### config.mk
export PLATFORM = sky130hd
export DESIGN_NAME = multicycle_ctrl
export DESIGN_NICKNAME = d
export VERILOG_FILES = /design/src/rtl/multicycle_ctrl.sv
export SDC_FILE = /design/constraint.sdc
export NUM_CORES = 1
export LEC_CHECK = 0
export ABC_AREA = 1
export CORE_MARGIN = 2
export CORE_UTILIZATION = 40
export CTS_CLUSTER_SIZE = 10
export DETAILED_ROUTE_END_ITERATION = 12
export GPL_TIMING_DRIVEN = 0
export PLACE_DENSITY = 0.71
export SKIP_CTS_REPAIR_TIMING = 1
export SYNTH_ARGS = -nofsm -noshare
export SYNTH_HDL_FRONTEND = slang
export SYNTH_SLANG_ARGS = --single-unit
### constraint.sdc
create_clock -name clk -period 3.8 [get_ports clk]
set_clock_uncertainty 0.15 [all_clocks]
set_input_delay 0.76 -clock clk [delete_from_list [all_inputs] [get_ports clk]]
set_output_delay 0.76 -clock clk [all_outputs]
set_load 0.03 [all_outputs]
### src/rtl/multicycle_ctrl.sv
// Multi-cycle RV32 control unit: sequences FETCH/DECODE/EXEC/MEM/WB around an
// instruction register and drives datapath controls purely from registered state.
module multicycle_ctrl #(
  parameter int INSTRUCTION_WIDTH = 32,
  parameter int ALU_CTRL_WIDTH    = 4,
  parameter int MEM_TIMEOUT       = 15,
  parameter int CNT_WIDTH         = 16
) (
  input  logic                         clk,
  input  logic                         rst,
  input  logic                         run,
  input  logic [INSTRUCTION_WIDTH-1:0] inst,
  input  logic                         imem_ack,
  input  logic                         dmem_ack,
  output logic                         imem_req,
  output logic [ALU_CTRL_WIDTH-1:0]    alu_ctrl,
  output logic                         alu_op2_sel,
  output logic                         reg_file_wr_en,
  output logic                         reg_file_wr_back_sel,
  output logic                         data_mem_rd_en,
  output logic                         data_mem_wr_en,
  output logic                         pc_wr_en,
  output logic                         illegal_inst,
  output logic                         mem_fault,
  output logic                         busy,
  output logic [CNT_WIDTH-1:0]         retired_cnt
);

  typedef enum logic [2:0] {S_IDLE, S_FETCH, S_DECODE, S_EXEC, S_MEM, S_WB} state_t;

  localparam int TW = $clog2(MEM_TIMEOUT + 1);

  state_t                       state_q;
  logic [INSTRUCTION_WIDTH-1:0] ir_q;
  logic [TW-1:0]                tmo_q;
  logic [CNT_WIDTH-1:0]         ret_q;
  logic                         done_q;   // store completion / timeout PC strobe
  logic                         fault_q;

  logic [6:0] opc;
  logic       is_r, is_imm, is_ld, is_st, legal, in_alu;
  logic [3:0] alu4;
  state_t     nxt_instr;
  logic       unused_ir;

  assign opc    = ir_q[6:0];
  assign is_r   = (opc == 7'b0110011);
  assign is_imm = (opc == 7'b0010011);
  assign is_ld  = (opc == 7'b0000011);
  assign is_st  = (opc == 7'b0100011);
  assign legal  = is_r | is_imm | is_ld | is_st;
  assign unused_ir = ^ir_q;

  // funct7 bit 5 (IR[30]) is what separates SUB from ADD and SRA/SRAI from SRL/SRLI
  always_comb begin
    alu4 = 4'b0000;
    if (is_r)
      alu4 = {ir_q[30], ir_q[14:12]};
    else if (is_imm)
      alu4 = (ir_q[14:12] == 3'b101) ? {ir_q[30], 3'b101} : {1'b0, ir_q[14:12]};
  end

  assign nxt_instr = run ? S_FETCH : S_IDLE;
  assign in_alu    = (state_q == S_EXEC) || (state_q == S_MEM) || (state_q == S_WB);

  assign imem_req             = (state_q == S_FETCH);
  assign alu_ctrl             = in_alu ? ALU_CTRL_WIDTH'(alu4) : '0;
  assign alu_op2_sel          = in_alu & ~is_r;
  assign reg_file_wr_back_sel = in_alu & (is_r | is_imm);
  assign reg_file_wr_en       = (state_q == S_WB);
  assign data_mem_rd_en       = (state_q == S_MEM) & is_ld;
  assign data_mem_wr_en       = (state_q == S_MEM) & is_st;
  assign illegal_inst         = (state_q == S_DECODE) & ~legal;
  assign pc_wr_en             = (state_q == S_WB) | illegal_inst | done_q;
  assign mem_fault            = fault_q;
  assign busy                 = (state_q != S_IDLE);
  assign retired_cnt          = ret_q;

  always_ff @(posedge clk or posedge rst) begin
    if (rst) begin
      state_q <= S_IDLE;
      ir_q    <= '0;
      tmo_q   <= '0;
      ret_q   <= '0;
      done_q  <= 1'b0;
      fault_q <= 1'b0;
    end else begin
      done_q  <= 1'b0;
      fault_q <= 1'b0;
      case (state_q)
        S_IDLE:   if (run) state_q <= S_FETCH;
        S_FETCH:  if (imem_ack) begin
                    ir_q    <= inst;
                    state_q <= S_DECODE;
                  end
        S_DECODE: state_q <= legal ? S_EXEC : nxt_instr;
        S_EXEC: begin
          tmo_q   <= '0;
          state_q <= (is_ld | is_st) ? S_MEM : S_WB;
        end
        S_MEM: begin
          // a late ack in the final allowed cycle still completes the access
          if (dmem_ack) begin
            if (is_ld) begin
              state_q <= S_WB;
            end else begin
              done_q  <= 1'b1;
              ret_q   <= ret_q + 1'b1;
              state_q <= nxt_instr;
            end
          end else if (tmo_q == TW'(MEM_TIMEOUT - 1)) begin
            done_q  <= 1'b1;
            fault_q <= 1'b1;
            state_q <= nxt_instr;
          end else begin
            tmo_q <= tmo_q + 1'b1;
          end
        end
        S_WB: begin
          ret_q   <= ret_q + 1'b1;
          state_q <= nxt_instr;
        end
        default: state_q <= S_IDLE;
      endcase
    end
  end

endmodule

==> results_dict.tcl, run 1 <==
set metrics [dict create \
    pin_count 67 \
    syn2layout_area_growth_pct 30.0 \
    layout_setup_ws_ps 596 \
    critPathKind "register to primary output" \
    worstPathCellList "inv_1 -> nand3_4 -> nand3_1 -> nand2_1 -> inv_1 -> nand2_1 -> a21oi_1 -> clkdlybuf4s50_1" \
    nNetsFinal 357 \
    synth_seq_area_share_pct 43.0 \
    grt_pass1_wl_microns 7390 \
    die_h_microns 76.4 \
    cp_data_arrival_time_ps 2290 \
    die_w_microns 76.4 \
    routedWlPerCell_microns 11.1 \
    cts-root-buf "clkbuf_8" \
    path_delay_family "buffers and inverters" \
    grt_overflow 0 \
    vias 1798 \
    post-place-ws_ps 930 \
    synth-seq-cells 36 \
    period_share_pct 84.3 \
    routed_wl_microns 4290 \
    maxSlewViolCount 0 \
    ant_nets 0 \
    synthCells 265 \
    hpwl_microns 3240 \
    core_sq_mm 0.00507 \
    grt_max_degree 37 \
    netlist_area_sq_mm 0.00210 \
    tritoncts "yes" \
    drt_first_pass_iters 5 \
    path_buf_inv 3 \
    syn-num-nets 305 \
    finalInstanceArea_sq_mm 0.00272 \
    power.density_mw_per_mm2 638 \
    hold_viol_final 0 \
    antenna_found_initial 0 \
    vdd_drop_max_mv 0.366 \
    fin_util_pct 53.7 \
    required_ps 2890 \
    n_fill_cell 495 \
    initial_utilization_pct 41.3 \
    place_inst 380 \
    cts.htree.levels 2 \
    routabilityCongestion 0.788 \
    crit_path_max_incr_delay_ps 690 \
    route.detailed.drc 0 \
    slowest_stage "clkdlybuf4s50_1" \
    worst_hold_path_type "register to register" \
    cap_viol_max_count 0 \
    drt-initial-drc-count 83 \
    setup_viol 0 \
    routed_via_density 4.63 \
    placement.io_buffers 45 \
    max_slew_margin_pct 49.8 \
    diodes 0 \
    finalNonFillerCells 388 \
    die-area_sq_mm 0.00583 \
    critPathMaxFanout 7 \
    timing.fmax_mhz 312 \
    clock_latency_ps 290 \
    cp-end-kind "primary output" \
    synth_cell_types 32 \
    p_leak_nw 1.28 \
    drive_above_1_share_pct 10.1 \
    grt_usage_pct 15.4 \
    first_global_vias 1679 \
    layout_commonest_cell "nand2_1" \
    cts_buffer_depth 2 \
    numCtsBuffers 5 \
    min_period_ps 3200 \
    crit_path_start_kind "register" \
    worst_pin_slew_ps 753 \
    whs_ps 356 \
    ys.warnings.count 0 \
    dpl_cell_area_sq_mm 0.00263 \
    final_cell_mix "66 x nand2_1, 45 x clkdlybuf4s50_1, 38 x inv_1" \
    rsz0062_at_grt "no" \
    status "completed" \
    cts_sinks 36 \
    rows 26 \
    power.total_mw 1.74 \
    avgSynthCellArea_sq_um 7.91 \
    path_clk_slew_ps 70 \
    fin_tns_setup_ps 0 \
]
## cells by family after synthesis
| kind of cell | Yosys count | share of synthesized area, % |
|---|---|---|
| buffers and inverters | 45 | 9.73 |
| xor gates and xnor gates | 12 | 5.37 |
| and+or+nand+nor | 137 | 30.3 |
| adders and majority gates | 3 | 1.79 |
| DFF | 36 | 43.0 |
| AOI/OAI and AO/OA | 27 | 7.16 |
| muxes | 5 | 2.69 |
## report_power, final
group	total [mW]	internal [mW]	switching, mW
sequential	0.614	0.505	0.109
clock	0.282	0.148	0.134
combinational	0.842	0.335	0.506
## registers in the layout, summed over array words and instances (netlist names)
name,count
state_q,3
done_q,1
ir_q,11
mem_fault,1
tmo_q,4
retired_cnt,16
## area by class of cell
type	instances	area [sq um]	area share (%)
multi-input cells	184	991	36.4
flip-flops and latches	36	901	33.1
repair buffers	45	450	16.5
inverters	42	168	6.16
clock buffers	8	90.1	3.31
well taps	70	87.6	3.22
plain buffers	3	36.3	1.33
## cells in the mapped netlist, drive strengths merged
cell type,n,share of area (%)
a31oi,1,0.30
a21oi,11,2.8
o21ai,12,3.0
o22ai,1,0.30
xor2,11,5.0
nor4,1,0.30
nor2,36,6.6
dfrtp,36,43
inv,42,8.0
nand4,2,0.60
buf,3,1.7
mux2,5,2.7
nand3,27,8.6
o21bai,2,0.72
xnor2,1,0.42
nor3,2,1.0
ha,3,1.8
nand2,69,13
## per-layer routing
metal	track usage [%]	part of all wire (%)	up-vias
met4	5.27	1.1	0
met3	2.84	3.6	4
met2	25.7	45	30
met5	0	0	-
li1	-	-	935
met1	20.3	50	829
## worst paths after layout
| check | start | end | slack, ps | depth (start not counted) |
|---|---|---|---|---|
| worst max register to register | state_q[0]$_DFFE_PP0P_ | retired_cnt[2]$_DFFE_PP0P_ | 2120 | 7 |
| worst min-delay path | ir_q[0]$_DFFE_PP0P_ | ir_q[0]$_DFFE_PP0P_ | 360 | 1 |
| worst min register to register | ir_q[0]$_DFFE_PP0P_ | ir_q[0]$_DFFE_PP0P_ | 360 | 1 |
| max in group asynchronous | rst | tmo_q[3]$_DFFE_PP0P_ | 2240 | 2 |
| worst max-delay path | state_q[0]$_DFFE_PP0P_ | alu_ctrl[3] | 600 | 8 |
| min in group asynchronous | rst | done_q$_DFF_PP0_ | 770 | 2 |
(Power assumes the default switching activity.)
==> run 2, diff against run 1 <==
==> constraint.sdc (replaced) <==
create_clock -name clk -period 3.4 [get_ports clk]
set_clock_uncertainty 0.15 [all_clocks]
set_input_delay 0.68 -clock clk [delete_from_list [all_inputs] [get_ports clk]]
set_output_delay 0.68 -clock clk [all_outputs]
set_load 0.03 [all_outputs]
==> results of run 2 <==
The final DEF is identical to that of run 1. Status: completed.
Among the figures that moved: setup slack after placement 930 ps -> 610 ps; setup slack after layout 596 ps -> 276 ps; register-to-register setup slack 2120 ps -> 1720 ps; total power 1.74 mW -> 1.94 mW; worst IR drop on VDD 0.366 mV -> 0.409 mV
==> run 3, diff against run 2 <==
--- a/config.mk
+++ b/config.mk
@@ -12,6 +12,7 @@
 export DETAILED_ROUTE_END_ITERATION = 12
 export GPL_TIMING_DRIVEN = 0
 export PLACE_DENSITY = 0.71
+export SETUP_SLACK_MARGIN = 0.05
 export SKIP_CTS_REPAIR_TIMING = 1
 export SYNTH_ARGS = -nofsm -noshare
 export SYNTH_HDL_FRONTEND = slang
==> constraint.sdc (replaced) <==
create_clock -name clk -period 3.4 [get_ports clk]
set_clock_uncertainty 0.15 [all_clocks]
set_input_delay 0.68 -clock clk [delete_from_list [all_inputs] [get_ports clk]]
set_output_delay 0.68 -clock clk [all_outputs]
set_load 0.01 [all_outputs]
==> results of run 3 <==
The final DEF is identical to that of run 1. Status: completed.
Among the figures that moved: setup slack after placement 930 ps -> 744 ps; setup slack after layout 596 ps -> 410 ps; register-to-register setup slack 2120 ps -> 1720 ps; total power 1.74 mW -> 1.81 mW; worst IR drop on VDD 0.366 mV -> 0.357 mV
